===== src/rtl/text_overlay_multi.sv =====
// -----------------------------------------------------------------------------
// text_overlay_multi
//
// Multi-window text overlay stage for the VGA pixel pipeline. Up to NUM_BOXES
// character windows (8x16 px glyph cells, COLS x ROWS characters each) are
// composited over the incoming pixel stream in one three-stage pass. Window
// position, colour, enable (and blink request) are shadowed on the rising edge
// of vblnk_in so that mid-frame edits never tear the picture. Window 0 has the
// highest priority; overlapped windows are hidden underneath it.
//
// One external char-code lookup (combinational) and one synchronous font ROM
// (1 pclk latency) are shared by all windows.
//
// Optional feature: define TEXT_OVERLAY_BLINK_EN to build a 6-bit frame
// counter; window i is then suppressed while box_blink[i] (shadowed) and
// frame_cnt[BLINK_BIT] are both set. Undefined: box_blink is ignored.
//
// Ports
//   pclk, rst                   pixel clock, asynchronous active-low reset
//   hcount_in .. vblnk_in       input video timing
//   rgb_in                      background pixel
//   box_en/x/y/color/blink      per-window configuration (box i in slice i)
//   char_box, char_xy           char lookup request {row,col} for the window hit
//   char_code                   char code returned combinationally
//   font_addr                   {char_code, glyph line} to the font ROM
//   font_pixels                 font ROM row, bit 7 = leftmost pixel
//   hcount_out .. vblnk_out     timing delayed by 3 pclk
//   rgb_out                     composited pixel delayed by 3 pclk
// -----------------------------------------------------------------------------
module text_overlay_multi #(
    parameter  int NUM_BOXES = 4,
    parameter  int COLS      = 16,
    parameter  int ROWS      = 16,
    parameter  int BLINK_BIT = 5,
    localparam int ID_W      = (NUM_BOXES > 1) ? $clog2(NUM_BOXES) : 1
) (
    input  logic                      pclk,
    input  logic                      rst,
    input  logic [10:0]               hcount_in,
    input  logic [10:0]               vcount_in,
    input  logic                      hsync_in,
    input  logic                      vsync_in,
    input  logic                      hblnk_in,
    input  logic                      vblnk_in,
    input  logic [11:0]               rgb_in,
    input  logic [NUM_BOXES-1:0]      box_en,
    input  logic [11*NUM_BOXES-1:0]   box_x,
    input  logic [11*NUM_BOXES-1:0]   box_y,
    input  logic [12*NUM_BOXES-1:0]   box_color,
    input  logic [NUM_BOXES-1:0]      box_blink,
    output logic [ID_W-1:0]           char_box,
    output logic [7:0]                char_xy,
    input  logic [6:0]                char_code,
    output logic [10:0]               font_addr,
    input  logic [7:0]                font_pixels,
    output logic [10:0]               hcount_out,
    output logic [10:0]               vcount_out,
    output logic                      hsync_out,
    output logic                      vsync_out,
    output logic                      hblnk_out,
    output logic                      vblnk_out,
    output logic [11:0]               rgb_out
);

    localparam logic [11:0] WIN_W = 12'(8 * COLS);
    localparam logic [11:0] WIN_H = 12'(16 * ROWS);

    typedef struct packed {
        logic [10:0] hcount;
        logic [10:0] vcount;
        logic        hsync;
        logic        vsync;
        logic        hblnk;
        logic        vblnk;
    } timing_t;

    typedef struct packed {
        logic            hit;
        logic [ID_W-1:0] id;
        logic [3:0]      row;
        logic [3:0]      col;
        logic [3:0]      line;
        logic [2:0]      px_bit;
        logic [11:0]     colour;
        timing_t         tim;
        logic [11:0]     rgb;
    } s1_t;

    typedef struct packed {
        logic        hit;
        logic [2:0]  px_bit;
        logic [11:0] colour;
        timing_t     tim;
        logic [11:0] rgb;
    } s2_t;

    // ---------------------------------------------------------------- shadow
    logic                    vblnk_prev_q;
    logic                    vblank_rise;
    logic [NUM_BOXES-1:0]    sh_en_q;
    logic [11*NUM_BOXES-1:0] sh_x_q;
    logic [11*NUM_BOXES-1:0] sh_y_q;
    logic [12*NUM_BOXES-1:0] sh_color_q;
    logic [NUM_BOXES-1:0]    blink_mask;

    assign vblank_rise = vblnk_in & ~vblnk_prev_q;

    always_ff @(posedge pclk or negedge rst) begin
        if (!rst) begin
            vblnk_prev_q <= 1'b0;
            sh_en_q      <= '0;
            sh_x_q       <= '0;
            sh_y_q       <= '0;
            sh_color_q   <= '0;
        end else begin
            // NOTE: non-blocking assignments keep every register sampling the
            // pre-edge values, independent of statement order.
            vblnk_prev_q <= vblnk_in;
            if (vblank_rise) begin
                sh_en_q    <= box_en;
                sh_x_q     <= box_x;
                sh_y_q     <= box_y;
                sh_color_q <= box_color;
            end
        end
    end

`ifdef TEXT_OVERLAY_BLINK_EN
    logic [NUM_BOXES-1:0] sh_blink_q;
    logic [5:0]           frame_cnt_q;

    always_ff @(posedge pclk or negedge rst) begin
        if (!rst) begin
            sh_blink_q  <= '0;
            frame_cnt_q <= '0;
        end else if (vblank_rise) begin
            sh_blink_q  <= box_blink;
            frame_cnt_q <= frame_cnt_q + 6'd1;
        end
    end

    assign blink_mask = sh_blink_q & {NUM_BOXES{frame_cnt_q[BLINK_BIT]}};
`else
    logic blink_unused;
    assign blink_unused = ^box_blink;
    assign blink_mask   = '0;
`endif

    // ------------------------------------------------------ hit detection
    // rel < W together with pos >= origin is the 12-bit "pos < origin + W"
    // test: the subtraction never wraps, so a window running past 2047 is
    // clipped instead of reappearing at the left/top edge.
    logic [11:0]          rel_x [NUM_BOXES];
    logic [11:0]          rel_y [NUM_BOXES];
    logic [NUM_BOXES-1:0] hit;

    always_comb begin
        for (int i = 0; i < NUM_BOXES; i++) begin
            rel_x[i] = {1'b0, hcount_in} - {1'b0, sh_x_q[11*i +: 11]};
            rel_y[i] = {1'b0, vcount_in} - {1'b0, sh_y_q[11*i +: 11]};
            hit[i]   = sh_en_q[i] & ~blink_mask[i] & ~hblnk_in & ~vblnk_in
                     & (hcount_in >= sh_x_q[11*i +: 11]) & (rel_x[i] < WIN_W)
                     & (vcount_in >= sh_y_q[11*i +: 11]) & (rel_y[i] < WIN_H);
        end
    end

    // ------------------------------------------------ stage 1 next state
    s1_t s1_d, s1_q;
    s2_t s2_d, s2_q;
    timing_t     tim_out_q;
    logic [11:0] rgb_d, rgb_out_q;

    always_comb begin
        // NOTE: default everything first so no path leaves a value held,
        // which would infer a latch.
        s1_d = '0;
        // Descending scan: the lowest-index hit is written last and wins.
        for (int i = NUM_BOXES - 1; i >= 0; i--) begin
            if (hit[i]) begin
                s1_d.hit    = 1'b1;
                s1_d.id     = ID_W'(i);
                s1_d.col    = rel_x[i][6:3];
                s1_d.px_bit = rel_x[i][2:0];
                s1_d.row    = rel_y[i][7:4];
                s1_d.line   = rel_y[i][3:0];
                s1_d.colour = sh_color_q[12*i +: 12];
            end
        end
        s1_d.tim.hcount = hcount_in;
        s1_d.tim.vcount = vcount_in;
        s1_d.tim.hsync  = hsync_in;
        s1_d.tim.vsync  = vsync_in;
        s1_d.tim.hblnk  = hblnk_in;
        s1_d.tim.vblnk  = vblnk_in;
        s1_d.rgb        = rgb_in;
    end

    always_comb begin
        s2_d.hit    = s1_q.hit;
        s2_d.px_bit = s1_q.px_bit;
        s2_d.colour = s1_q.colour;
        s2_d.tim    = s1_q.tim;
        s2_d.rgb    = s1_q.rgb;
    end

    // font_pixels belongs to the pixel now in stage 2.
    always_comb begin
        rgb_d = (s2_q.hit & font_pixels[3'd7 - s2_q.px_bit]) ? s2_q.colour : s2_q.rgb;
    end

    always_ff @(posedge pclk or negedge rst) begin
        if (!rst) begin
            s1_q      <= '0;
            s2_q      <= '0;
            tim_out_q <= '0;
            rgb_out_q <= '0;
        end else begin
            s1_q      <= s1_d;
            s2_q      <= s2_d;
            tim_out_q <= s2_q.tim;
            rgb_out_q <= rgb_d;
        end
    end

    // ------------------------------------------------------------ outputs
    assign char_box   = s1_q.id;
    assign char_xy    = {s1_q.row, s1_q.col};
    assign font_addr  = {char_code, s1_q.line};
    assign hcount_out = tim_out_q.hcount;
    assign vcount_out = tim_out_q.vcount;
    assign hsync_out  = tim_out_q.hsync;
    assign vsync_out  = tim_out_q.vsync;
    assign hblnk_out  = tim_out_q.hblnk;
    assign vblnk_out  = tim_out_q.vblnk;
    assign rgb_out    = rgb_out_q;

endmodule


===== config.mk =====
export PLATFORM = sky130hd
export DESIGN_NAME = text_overlay_multi
export DESIGN_NICKNAME = d
export VERILOG_FILES = /design/src/rtl/text_overlay_multi.sv
export SDC_FILE = /design/constraint.sdc
export NUM_CORES = 1
export LEC_CHECK = 0
export CORE_MARGIN = 2
export CORE_UTILIZATION = 53
export CTS_CLUSTER_SIZE = 30
export DETAILED_ROUTE_END_ITERATION = 8
export GPL_TIMING_DRIVEN = 0
export PLACE_DENSITY_LB_ADDON = 0.08
export SYNTH_ARGS = -nofsm -noshare
export SYNTH_HDL_FRONTEND = slang
export SYNTH_SLANG_ARGS = --single-unit

===== constraint.sdc =====
create_clock -name pclk -period 3.8 [get_ports pclk]
set_input_delay 0.57 -clock pclk [delete_from_list [all_inputs] [get_ports pclk]]
set_output_delay 0.57 -clock pclk [all_outputs]
set_load 0.01 [all_outputs]

==> summary.txt, run 1 <==
Floorplan
  – Die height: ~170 um
  – Die X: between 150 and 200 um
  – Core Region: between 0.02 and 0.03 mm^2
  – Row count: 60
  – DIE AREA: a little under 0.03 mm^2
  – Starting Density: a little over half
  – Io pins: 258

Outcome
  – Failing checks: negative hold slack
  – Outcome: finished with violations

Setup path
  – Crit Path Class: input port to flop
  – Worst r2r dst: char_xy[3]
  – CP Cell Sequence: clkdlybuf4s50_1, ha_1, a21o_1, nand2_1, o211ai_1, a311oi_2, o221ai_1, nor4b_4, buf_4, buf_4, a21oi_1, o41ai_1, a22oi_1
  – CP max stage cell: o41ai_1
  – Data required, critical path: between 4 and 5 ns
  – Reg2reg start: sh_x_q[23]
  – CP max FO: 5
  – Crit start category: input port
  – Worst Reg2Reg Path Length in Cells: 12
  – Worst setup EP type: flop
  – Most common cell on crit path: buf_4
  – Worst path arrival time: about 4.1 ns
  – Top Family by Delay on Critical Path: compound AO/OA/AOI/OAI gates
  – R2R Setup Slk: 0.24 ns
  – Levels on crit path: 13
  – Slowest stage delay, CP: a little over 0.6 ns
  – CP bufs+invs: 3

STA
  – Max Slew Vio Count: 0
  – Achievable Freq: roughly 270 MHz
  – Relative slew slack: a little under half
  – Final setup violation count: 0
  – Final worst-path cycle share: a little over nine tenths
  – Fin crit period: roughly 3.7 ns
  – Final Hold Slack: -0.02019 ns
  – Final clock skew: around 0.014 ns
  – Final Hold Vio Count: 6
  – Least-Margin Pin Slew: 0.7922 ns

Clock network
  – Clock Latency Late Sink: 0.58 ns
  – Clock slew at reported path FFs: 0.06 ns
  – Clk buf depth: 3
  – Hold buffer count at cts: 0
  – CTS tree: built
  – Clock H-tree levels: 1
  – CTS root buf: clkbuf_16
  – Total CTS buffers: 31
  – Clock sink count: 300

Final layout
  – Register Area: 0.007507 mm^2
  – Nets@finish: ~1900
  – Final instance area: approximately 0.019 mm^2
  – Fill count: ~2100
  – Area occupied by multi-input gates: 0.006495 mm^2
  – Layout area overhead: 28.04%
  – Layout cell share with drive strength beyond 1: 14.00%

GRT
  – Largest net degree at the start of global routing: ~120
  – First-pass GRT wire length: approximately 60 mm
  – Total congestion overflow: 0
  – Vias in the first global route: 11070
  – Global Route Usage Sum: between 20% and 30%
  – Initial antenna violation count: 1

Drt
  – Max layer used: met4
  – Avg WL per Cell: approximately 19 um
  – Antenna Nets Post-Route: 0
  – Met1 WL: about 17 mm
  – Pre-Repair DR Iteration Count: 5
  – Final WL: 38.18 mm
  – Via count: 10990
  – Vias per cell: ~5.5
  – DRT iter0 DRCs: between 800 and 900
  – Met2 WL: around 18 mm
  – Met3 wire length: 1.936 mm
  – DRC Markers: 0

Pwr
  – Peak supply drop: between 0.2 and 0.3 mV
  – Pwr Density: 446.9 mW/mm^2
  – Leakage: 8.449 nW

Logic synthesis
  – Post-synth top area share: between 50 and 60%
  – Syn Nets: 1647
  – Yosys warnings: 0
  – Register area share after synthesis: 51.19%
  – Cell taking the most area after synthesis: dfrtp_1
  – Asr flop ratio synth: 100.0%
  – Main synth FF type: dfrtp_1
  – Top cells by count, synth: dfrtp_1, nand2_1, inv_1, o21ai_0, ha_1
  – Synth area leaders: dfrtp_1, ha_1, mux2_2
  – Syn Inst Count: about 1400
  – Seq cells post-synth: 300
  – Synthesized area: around 0.015 mm^2
  – Syn avg cell area: roughly 11 um^2
  – Post-synth EDFFs: 0
  – Count leader, synth: dfrtp_1
  – Synth cell types: 81

Worst hold path
  – Tightest Hold Check Type: input port to asynchronous set/reset pin

Flow run
  – Max-cap violations: 0

Placed design
  – HPWL Detailed: 28.89 mm
  – Final Wtd Congestion: between 0.9 and 1
  – DP Area: 0.01762 mm^2
  – Port-buffer cells: approximately 250
==> timing repair <==
action | in CTS | in global routing
buffers inserted | 3 | 7
endpoints found under the setup margin | 29 | 28
pin swaps | 3 | 4
resized for setup | 22 | 25
==> state kept, by name (all words and copies together), names as in the netlist <==
name        count
rgb_out        12
sh_color_q     48
vsync_out       1
sh_en_q         4
s1_q           54
hcount_out     11
vcount_out     11
s2_q           54
sh_x_q         44
char_xy         8
char_box        2
vblnk_out       1
hblnk_out       1
hsync_out       1
sh_y_q         44
font_addr       4
==> worst max path at each step <==
stage | startpoint | end | slack (ns)
after floorplan | vcount_in[0] | char_xy[5] | 0.37
after global placement | rst | s1_q[37] | -10.36
after global routing | vcount_in[0] | char_xy[2] | -0.003
after detailed placement | hcount_in[1] | char_xy[4] | -1.27
final | hcount_in[2] | char_xy[3] | 0.12
after CTS | hcount_in[3] | s1_q[51] | 0.002
==> logic make-up after synthesis <==
kind of cell | count (synthesis) | synth area share, %
mux | 86 | 6.697
fa+ha+maj | 96 | 8.599
buf+inv | 172 | 5.272
flops | 300 | 51.19
simple gates | 296 | 9.623
xor+xnor | 41 | 2.448
compound gates | 361 | 16.18
==> layout make-up <==
cell class | instances | share of cell area [%]
Multi-Input combinational cell | 880 | 34.59
Inverter | 106 | 2.119
Clock buffer | 39 | 4.504
Buffer | 66 | 2.145
Antenna cell | 1 | 0.01333
Tap cell | 341 | 2.272
Clock inverter | 15 | 0.5397
Sequential cell | 300 | 39.98
Timing Repair Buffer | 258 | 13.84
==> power breakdown <==
part | switching (mW) | total (mW) | internal, mW
registers | 0.103 | 3.56 | 3.46
logic | 1.08 | 1.99 | 0.906
clock network | 1.27 | 2.84 | 1.57
total | 2.45 | 8.39 | 5.94
==> cell usage in the layout (no fill, tap or decap), types with 10 or more instances in the layout <==
master / instances
inv_1: 105
nand3_1: 12
buf_4: 36
clkdlybuf4s50_1: 241
o21bai_1: 16
clkinv_2: 10
o21ai_0: 105
clkbuf_1: 26
nor3_1: 17
clkbuf_16: 31
nand2_1: 123
o21ai_1: 22
a21oi_1: 56
dfrtp_1: 300
mux2_2: 77
xnor2_1: 25
ha_1: 88
nor2b_1: 20
nor2_1: 58
nand2b_1: 24
xor2_1: 14
o21a_1: 23
a21o_1: 30
==> layer usage <==
layer	global-route usage, %	vias up
met3	3.930	81
met5	0	-
met1	35.34	5310
li1	-	5266
met2	44.10	335
met4	9.179	0
==> through the flow <==
step	power [mW]	cells	worst slack, ns	TNS (ns)	util [%]
after floorplan	4.795	1352	0.3730	0	-
after detailed placement	5.515	1941	-1.275	-29.77	65.18
after global placement	5.462	1939	-10.36	-3124.67	64.96
after CTS	8.396	1998	0.001734	0	69.05
final	8.392	2006	0.1171	0	69.49
after global routing	8.810	2006	-0.002820	-0.002820	69.49
Power figures use the tool's default switching activity.
==> run 2: changes to the inputs <==
Settings changed: PLACE_DENSITY set to 0.86, PLACE_DENSITY_LB_ADDON 0.08 to not set.
==> summary.txt, run 2 (synthesis results as in run 1) <==
Pwr
  – Sw Ratio: between 20 and 30%
  – Total Power: 8.908 mW
  – Peak supply drop: around 0.23 mV
  – Pwr Density: 467.1 mW/mm^2
  – Leakage: around 8.5 nW
  – Logic pwr share: ~23%
  – Flop pwr share: around 40%
  – Clock Power Share: 37.2%
  – P_int: 6.352 mW
  – Net Sw Power: between 2 and 3 mW

Final layout
  – Most frequent cells in the layout: dfrtp_1, clkdlybuf4s50_1, nand2_1, o21ai_0, inv_1
  – Largest regs: s1_q x54, s2_q x54, sh_color_q x48
  – Final instance area: between 0.015 and 0.02 mm^2
  – Fill count: ~1900
  – Layout cell share with drive strength beyond 1: 15.27%
  – Non-Filler Instances: ~2000
  – Nets@finish: around 1900
  – Layout area overhead: 30.04%
  – Final core occ: 70.57%
  – Ant diodes: 0
  – Most common cell after layout, fill and taps aside: dfrtp_1

Drt
  – DRT iter0 DRCs: about 880
  – DRC Markers: 0
  – Antenna Nets Post-Route: 0
  – Final WL: around 42 mm
  – Pre-Repair DR Iteration Count: 5
  – Vias per cell: between 5 and 6
  – Avg WL per Cell: 20.75 um
  – Via count: 11660

STA
  – Max Slew Vio Count: 0
  – Final Hold Slack: a little over 0.07 ns
  – Final clock skew: around 0.019 ns
  – Achievable Freq: 265.7 MHz
  – Fin crit period: between 3 and 4 ns
  – Final setup violation count: 0
  – Final Hold Vio Count: 0
  – Least-Margin Pin Slew: approximately 0.89 ns
  – Final worst-path cycle share: around 100%
  – Relative slew slack: between 40 and 50%

Clock network
  – Clock Latency Late Sink: around 0.52 ns
  – Clock H-tree levels: 2
  – Clock sink count: 300
  – Clk buf depth: 3
  – Total CTS buffers: 34
  – Clock slew at reported path FFs: roughly 0.060 ns
  – CTS tree: built
  – CTS root buf: clkbuf_16

Placed design
  – HPWL Detailed: approximately 30 mm
  – Port-buffer cells: ~250
  – Final Wtd Congestion: just under 1
  – Post-Place Cells: 1941
  – DP Area: around 0.018 mm^2

Setup path
  – Worst path arrival time: a little over 4 ns
  – Crit Path Class: input port to flop
  – CP max FO: 10
  – Worst setup EP type: flop
  – Crit start category: input port
  – Data required, critical path: 4.15 ns

GRT
  – Total congestion overflow: 0
  – First-pass GRT wire length: between 60 and 70 mm
  – Vias in the first global route: about 12000
  – Largest net degree at the start of global routing: between 100 and 150
  – Initial antenna violation count: 1
  – Global Route Usage Sum: between 20 and 30%

Floorplan
  – Core Region: roughly 0.027 mm^2
  – Io pins: about 260
  – Die height: around 170 um
  – Row count: 60
  – Starting Density: ~54%
  – DIE AREA: around 0.029 mm^2
  – Die X: between 150 and 200 um

Flow run
  – Max-cap violations: 0

Outcome
  – Outcome: completed

Worst hold path
  – Tightest Hold Check Type: input port to asynchronous set/reset pin
run 2: cell types whose count changed in the layout (fill, tap and decap cells not counted), sizes merged:
cell / before / now
buf: 53 / 58
clkdlybuf4s50: 241 / 242
dlygate4sd2: 2 / 3
clkbuf: 65 / 73
dlymetal6s2s: 2 / 0
inv: 108 / 106
diode: 1 / 0
bufinv: 0 / 2
clkinv: 10 / 9
run 2: stage by stage:
step / setup WS (ns) / TNS (ns)
final: 0.03583 / 0
after detailed placement: -1.267 / -30.48
after floorplan: 0.3730 / 0
after CTS: 0.02052 / 0
after global placement: -10.13 / -3061.77
after global routing: -0.01488 / -0.02912
run 2: power by group through the flow:
stage	logic, mW	clock network [mW]	registers (mW)
after global routing	2.20	3.50	3.60
after detailed placement	1.88	0	3.62
after CTS	1.94	3.36	3.57
after floorplan	1.20	0	3.60
after global placement	1.79	0	3.62
final	2.02	3.32	3.57
run 2: final timing paths:
kind / from / to / slack [ns] / cells after the start
worst max register to register: sh_x_q[22] / char_xy[6] / 0.30 / 16
min in group pclk: s2_q[17] / vcount_out[1] / 0.33 / 0
worst min-delay path: rst / rgb_out[9] / 0.07 / 1
max in group asynchronous: rst / s2_q[26] / 2.66 / 2
worst min register to register: s2_q[17] / vcount_out[1] / 0.33 / 0
worst max-delay path: hcount_in[4] / char_xy[6] / 0.04 / 14
run 2: critical path, cell delays in order:
cell             delay (ns)
clkdlybuf4s50_1        0.61
ha_1                   0.47
nand3_1                0.11
o21ai_0                0.37
o2111a_1               0.32
o221ai_1               0.16
nor4b_4                0.38
buf_4                  0.18
and3b_1                0.19
buf_6                  0.18
buf_8                  0.17
nor2_1                 0.06
a21oi_1                0.15
o221ai_1               0.18
run 2: area by class of cell:
cell class	instances	area, um^2	area share, %
Inverter	106	397.9	2.086
Clock buffer	48	994.7	5.216
Multi-Input combinational cell	880	6561	34.40
Sequential cell	300	7507	39.36
Buffer	66	409.1	2.145
Clock inverter	14	153.9	0.8069
Timing Repair Buffer	262	2621	13.74
Tap cell	341	426.7	2.237
run 2: what timing repair did:
action	CTS	global route
pin swaps	7	9
cloned	0	1
endpoints found under the setup margin	30	29
buffers inserted	5	8
resized for setup	28	35
hold endpoints to repair	0	0
hold buffers	0	0
run 2: metal layers:
layer  wire length [um]  vias to the layer above  part of all wire (%)  global-route usage [%]
met5                 13                        -                 0.031                       0
met4               1460                        2                   3.5                   10.41
met3               3240                      121                   7.7                   6.209
met2              20870                      492                    50                   49.79
met1              16270                     5737                    39                   35.28
li1                   -                     5303                     -                       -
